## src/rtl/fdtd_pkg.sv

```systemverilog
// Shared types and constants for the FDTD time-step scheduler.
package fdtd_pkg;

   // Scheduler FSM states
   typedef enum logic [3:0] {
      ST_IDLE,
      ST_HY_ISSUE,
      ST_HY_WAIT,
      ST_EZ_ISSUE,
      ST_EZ_WAIT,
      ST_SRC_ISSUE,
      ST_SRC_WAIT,
      ST_STEP_CHK,
      ST_DONE
   } sched_state_e;

   // Phase codes reported to the host
   localparam logic [1:0] PH_IDLE = 2'd0;
   localparam logic [1:0] PH_HY   = 2'd1;
   localparam logic [1:0] PH_EZ   = 2'd2;
   localparam logic [1:0] PH_SRC  = 2'd3;

   // Default watchdog limit, in cycles spent in one WAIT state
   localparam int DEF_WDOG_CYCLES = 1023;

   // Map a state onto the phase it belongs to (ISSUE and WAIT share a phase)
   function automatic logic [1:0] phase_of(input sched_state_e s);
      logic [1:0] ph;
      case (s)
         ST_HY_ISSUE, ST_HY_WAIT:   ph = PH_HY;
         ST_EZ_ISSUE, ST_EZ_WAIT:   ph = PH_EZ;
         ST_SRC_ISSUE, ST_SRC_WAIT: ph = PH_SRC;
         default:                   ph = PH_IDLE;
      endcase
      return ph;
   endfunction

endpackage

```

## src/rtl/fdtd_step_sched_wdog.sv

```systemverilog
// Watchdog counter: cleared while disabled, counts while enabled, flags expiry.
module fdtd_wdog
   import fdtd_pkg::*;
#(
   parameter int WDOG_W      = 16,
   parameter int WDOG_CYCLES = DEF_WDOG_CYCLES
) (
   input  logic CLK,
   input  logic RST_N,
   input  logic clr_i,
   input  logic en_i,
   output logic expire_o
);

   // Expiry is flagged while the count sits one below the limit, so the
   // edge that would take it to WDOG_CYCLES is the edge that acts on it.
   localparam logic [WDOG_W-1:0] LAST = WDOG_W'(WDOG_CYCLES - 1);

   logic [WDOG_W-1:0] cnt_q;
   logic [WDOG_W-1:0] cnt_d;

   // Next count: clear has priority, saturate at the limit
   always_comb begin
      cnt_d = cnt_q;
      if (clr_i) begin
         cnt_d = '0;
      end else if (en_i && (cnt_q != LAST)) begin
         cnt_d = cnt_q + 1'b1;
      end
   end

   // Count register
   always_ff @(posedge CLK or negedge RST_N) begin
      if (!RST_N) begin
         cnt_q <= '0;
      end else begin
         cnt_q <= cnt_d;
      end
   end

   assign expire_o = en_i && (cnt_q == LAST);

endmodule

```

## src/rtl/fdtd_step_sched.sv

```systemverilog
// Time-step scheduler: sequences Hy, Ez and optional source phases per step,
// waiting on memory write-back between phases, for a programmed step count.
module fdtd_step_sched
   import fdtd_pkg::*;
#(
   parameter int STEP_W      = 16,
   parameter int WDOG_W      = 16,
   parameter int WDOG_CYCLES = DEF_WDOG_CYCLES
) (
   input  logic              CLK,
   input  logic              RST_N,
   input  logic              start_i,
   input  logic              abort_i,
   input  logic [STEP_W-1:0] time_steps_i,
   input  logic              src_en_i,
   input  logic              hy_wb_done_i,
   input  logic              ez_wb_done_i,
   input  logic              src_wb_done_i,
   output logic              calc_Hy_flg_o,
   output logic              calc_Ez_flg_o,
   output logic              calc_src_flg_o,
   output logic              busy_o,
   output logic              done_o,
   output logic              error_o,
   output logic [STEP_W-1:0] step_cnt_o,
   output logic [1:0]        phase_o
);

   sched_state_e      state_q, state_d;
   logic [STEP_W-1:0] steps_q, steps_d;
   logic [STEP_W-1:0] step_cnt_q, step_cnt_d;
   logic              src_en_q, src_en_d;
   logic              error_q, error_d;
   logic              hy_flg_q, ez_flg_q, src_flg_q;
   logic              busy_q, done_q;
   logic [1:0]        phase_q;

   logic              in_wait;
   logic              wdog_expire;

   assign in_wait = (state_q == ST_HY_WAIT) || (state_q == ST_EZ_WAIT) ||
                    (state_q == ST_SRC_WAIT);

   // The watchdog is held clear outside WAIT, so each WAIT entry starts at 0
   fdtd_wdog #(
      .WDOG_W      (WDOG_W),
      .WDOG_CYCLES (WDOG_CYCLES)
   ) u_wdog (
      .CLK      (CLK),
      .RST_N    (RST_N),
      .clr_i    (!in_wait),
      .en_i     (in_wait),
      .expire_o (wdog_expire)
   );

   // Next-state and datapath updates; abort overrides everything else
   always_comb begin
      state_d    = state_q;
      steps_d    = steps_q;
      step_cnt_d = step_cnt_q;
      src_en_d   = src_en_q;
      error_d    = error_q;
      case (state_q)
         ST_IDLE: begin
            if (start_i) begin
               steps_d    = time_steps_i;
               src_en_d   = src_en_i;
               step_cnt_d = '0;
               error_d    = 1'b0;
               state_d    = ST_STEP_CHK;
            end
         end
         ST_HY_ISSUE:  state_d = ST_HY_WAIT;
         ST_HY_WAIT: begin
            if (hy_wb_done_i) begin
               state_d = ST_EZ_ISSUE;
            end else if (wdog_expire) begin
               error_d = 1'b1;
               state_d = ST_IDLE;
            end
         end
         ST_EZ_ISSUE:  state_d = ST_EZ_WAIT;
         ST_EZ_WAIT: begin
            if (ez_wb_done_i) begin
               if (src_en_q) begin
                  state_d = ST_SRC_ISSUE;
               end else begin
                  step_cnt_d = step_cnt_q + 1'b1;
                  state_d    = ST_STEP_CHK;
               end
            end else if (wdog_expire) begin
               error_d = 1'b1;
               state_d = ST_IDLE;
            end
         end
         ST_SRC_ISSUE: state_d = ST_SRC_WAIT;
         ST_SRC_WAIT: begin
            if (src_wb_done_i) begin
               step_cnt_d = step_cnt_q + 1'b1;
               state_d    = ST_STEP_CHK;
            end else if (wdog_expire) begin
               error_d = 1'b1;
               state_d = ST_IDLE;
            end
         end
         ST_STEP_CHK: begin
            state_d = (step_cnt_q == steps_q) ? ST_DONE : ST_HY_ISSUE;
         end
         ST_DONE:      state_d = ST_IDLE;
         default:      state_d = ST_IDLE;
      endcase
      if (abort_i && (state_q != ST_IDLE)) begin
         state_d    = ST_IDLE;
         step_cnt_d = step_cnt_q;
         error_d    = error_q;
      end
   end

   // State and registered Moore outputs, decoded from the next state so they
   // line up with the state they belong to
   always_ff @(posedge CLK or negedge RST_N) begin
      if (!RST_N) begin
         state_q    <= ST_IDLE;
         steps_q    <= '0;
         step_cnt_q <= '0;
         src_en_q   <= 1'b0;
         error_q    <= 1'b0;
         hy_flg_q   <= 1'b0;
         ez_flg_q   <= 1'b0;
         src_flg_q  <= 1'b0;
         busy_q     <= 1'b0;
         done_q     <= 1'b0;
         phase_q    <= PH_IDLE;
      end else begin
         state_q    <= state_d;
         steps_q    <= steps_d;
         step_cnt_q <= step_cnt_d;
         src_en_q   <= src_en_d;
         error_q    <= error_d;
         hy_flg_q   <= (state_d == ST_HY_ISSUE);
         ez_flg_q   <= (state_d == ST_EZ_ISSUE);
         src_flg_q  <= (state_d == ST_SRC_ISSUE);
         busy_q     <= (state_d != ST_IDLE);
         done_q     <= (state_d == ST_DONE);
         phase_q    <= phase_of(state_d);
      end
   end

   assign calc_Hy_flg_o  = hy_flg_q;
   assign calc_Ez_flg_o  = ez_flg_q;
   assign calc_src_flg_o = src_flg_q;
   assign busy_o         = busy_q;
   assign done_o         = done_q;
   assign error_o        = error_q;
   assign step_cnt_o     = step_cnt_q;
   assign phase_o        = phase_q;

endmodule

```

## config.mk

```make
export PLATFORM = sky130hd
export DESIGN_NAME = fdtd_step_sched
export DESIGN_NICKNAME = d
export VERILOG_FILES = /design/src/rtl/fdtd_pkg.sv /design/src/rtl/fdtd_step_sched_wdog.sv /design/src/rtl/fdtd_step_sched.sv
export SDC_FILE = /design/constraint.sdc
export NUM_CORES = 1
export LEC_CHECK = 0
export CAP_MARGIN = 40
export CORE_MARGIN = 2
export CORE_UTILIZATION = 58
export CTS_BUF_LIST = sky130_fd_sc_hd__clkbuf_16
export DETAILED_ROUTE_END_ITERATION = 16
export PLACE_DENSITY = 0.85
export REMOVE_ABC_BUFFERS = 1
export SLEW_MARGIN = 20
export SYNTH_ARGS = -nofsm -noshare
export SYNTH_HDL_FRONTEND = slang
export SYNTH_SLANG_ARGS = --single-unit
```

## constraint.sdc

```tcl
create_clock -name CLK -period 6.8 [get_ports CLK]
set_clock_uncertainty 0.15 [all_clocks]
set_input_delay 0.68 -clock CLK [delete_from_list [all_inputs] [get_ports CLK]]
set_output_delay 0.68 -clock CLK [all_outputs]
set_load 0.02 [all_outputs]
```

==> metrics.yaml <==
outcome: "complete, no violations"
drv_cap: 0
slowest_stage: "a211oi_4"
cts.sink_count: 61
cp.required_ns: 6.86
cts_buffers: 9
grt_pass1_wl_mm: 12.4
antenna_found_initial: 0
crit_path_max_incr_delay_ns: 0.56
routed_via_density: 5.75
p_comb_frac: 0.352
synthTopCellsByCount: "nand2_1 (76), dfrtp_1 (61), nor2_1 (29)"
rsz0062_at_grt: "false"
fin_util: 0.765
postCtsSetupRepairBufs: 0
routed_wirelength_mm: 7.15
r2r_start: "u_wdog.cnt_q[0]"
grt.total_usage: 0.263
max_freq_mhz: 335
core_um2: 5200
die_h_um: 77.9
hpwlAfterDp_mm: 4.85
pre_cts_ws_ns: 3.51
power_density_nw_per_um2: 366
clk_pin_slew_ns: 0.05
wl_per_cell_um: 15.4
gp_congestion: 0.875
setup_viol: 0
ys.flop_type: "dfrtp_1"
crit_chain: "clkdlybuf4s50_1 > or4b_1 > o32a_1 > o211a_4 > a211oi_4 > mux2_2"
synth_edf_count: 0
syn_avg_cell_area_um2: 9.27
p_seq_frac: 0.361
die-area_um2: 6070
critPathLaunchType: "input port"
layout_setup_ws_ns: 3.82
htreeDepth: 3
worstSetupEndpointType: "flip-flop"
tightestPinTransition_ns: 0.757
reg2reg_depth: 8
io_pins: 48
critical_path_class: "input port to flip-flop"
final.setup.tns_ns: 0
crit_family: "compound AO/OA/AOI/OAI gates"
drc: 0
p_leak_nw: 1.70
cts_root_buf: "clkbuf_16"
yosysSeqAreaShare: 0.482
grt_max_degree: 62
via_count: 2674
tritoncts: "done"
row_count: 26
ant_nets: 0
critPathArrivalTime_ns: 3.04
min_from: "steps_q[8]"
intPower_mw: 0.927
min_path_type: "flip-flop to flip-flop"
synth_top_area_share: 0.482
min_path_cells: 2
port_buffers: 47
regToRegSetupSlack_ns: 4.06
path_max_fanout: 14
fin_nets: 419
r2r_end: "calc_Hy_flg_o"
cts_hold_buf: 0
ys_ff_latch: 61
period_needed_ns: 2.98
cts_resized: 0
async_flop_share: 1.00
holdPathEnd: "steps_q[8]"
grt_pass1_vias: 2697
syn_to_final_growth_pct: 25.6
power_mw: 1.46
netlist_top_cells_area: "dfrtp_1 (48%), nand2_1 (9.0%), xnor2_1 (5.8%), nand4_1 (4.1%), nor2_1 (3.4%)"
swShare: 0.364
synth.most_common_cell: "nand2_1"
finalCritPeriodShare: 0.438
drtPass1Iterations: 4
drt-initial-drc-count: 145
ys_types: 56
finalMaxSlewViolations: 0
grt.overflow.total: 0
drive_gt1_frac: 0.0810
clockPowerShare: 0.288
clk_latency_ns: 0.32
clock_path_buffers: 2
synth_cells: 342
ys_warn_count: 0
design_area_um2: 3980
antennaDiodeCount: 0
start_util: 0.609
yosys.area.top_type: "dfrtp_1"
path_buf_inv: 1
finalHoldViolCount: 0
die_x_um: 77.9
place_area_um2: 3710
p_switching_mw: 0.531
peakVddDrop_uv: 303
relSlewSlack: 0.492
synth_area_um2: 3170
[layout make-up]
class	count	area, um^2
multi-input combinational	256	1540
sequential	61	1530
fill	376	1220
timing repair buffer	51	503
clock buffer	9	225
tap	70	87.6
inverter	13	48.8
clock inverter	5	46.3
[worst min-delay path, stage by stage, from the launching register on]
cell	delay, ns
dfrtp_1	0.35
nand2_1	0.05
nand2_1	0.06
[stage by stage]
stage / hold WS (ns) / instances
2_1_floorplan: 0.234 / 330
3_3_place_gp: 0.314 / 449
3_5_place_dp: 0.334 / 451
4_1_cts: 0.346 / 465
5_1_grt: 0.372 / 465
6_report: 0.343 / 465
[cells in the final DEF (no fill, tap or decap), drive strengths merged, types with 3 or more instances in the layout]
master / netlist / layout
a211oi: 3 / 3
buf: 1 / 5
ha: 3 / 3
or3: 6 / 6
inv: 13 / 15
o21ai: 15 / 15
nand4: 21 / 21
and2: 3 / 3
xor2: 7 / 7
nand3: 6 / 6
or4: 4 / 4
a21oi: 11 / 11
dfrtp: 61 / 61
o211ai: 4 / 4
nor2: 29 / 29
clkdlybuf4s50: 0 / 46
nand2: 76 / 76
xnor2: 21 / 21
clkbuf: 11 / 9
nor3: 8 / 8
and3: 4 / 4
[worst max path at each step]
stage	slack [ns]	start	cells after the start	endpoint
2_1_floorplan	4.18	start_i	4	step_cnt_o[8]
3_3_place_gp	3.59	start_i	6	step_cnt_o[0]
3_5_place_dp	3.51	start_i	6	step_cnt_o[0]
4_1_cts	3.83	start_i	6	step_cnt_o[0]
5_1_grt	3.74	start_i	6	step_cnt_o[0]
6_report	3.82	start_i	6	step_cnt_o[0]
[power by group through the flow]
stage	clock network (mW)	registers, mW	logic [mW]
2_1_floorplan	0	0.535	0.329
3_3_place_gp	0	0.526	0.482
3_5_place_dp	0	0.528	0.510
4_1_cts	0.423	0.525	0.516
5_1_grt	0.444	0.538	0.567
6_report	0.419	0.525	0.513
[cells by family (layout without fill, tap and decap cells)]
family                     Yosys count  after routing  synth area share
and+or+nand+nor                    172            172             0.267
DFF                                 61             61             0.482
AOI/OAI and AO/OA                   50             50             0.120
xor gates and xnor gates            28             28            0.0774
buffers and inverters               25             78            0.0320
adders and majority gates            3              3            0.0118
muxes                                3              3           0.00987
[routing by layer]
metal  GRT usage  vias to the layer above  wire length [um]
li1            -                     1294                 -
met1       0.330                     1295              3130
met2       0.425                       71              3520
met3      0.0779                       14               364
met4       0.116                        0               133
met5           0                        -                 0
[flip-flops by register name (all words and copies together), names as in the netlist]
register and count:
calc_src_flg_o 1, step_cnt_o 16, done_o 1, calc_Hy_flg_o 1, steps_q 16, calc_Ez_flg_o 1
state_q 4, error_o 1, busy_o 1, phase_o 2, u_wdog.cnt_q 16, src_en_q 1
No activity file was read; power rests on OpenSTA's default activity.
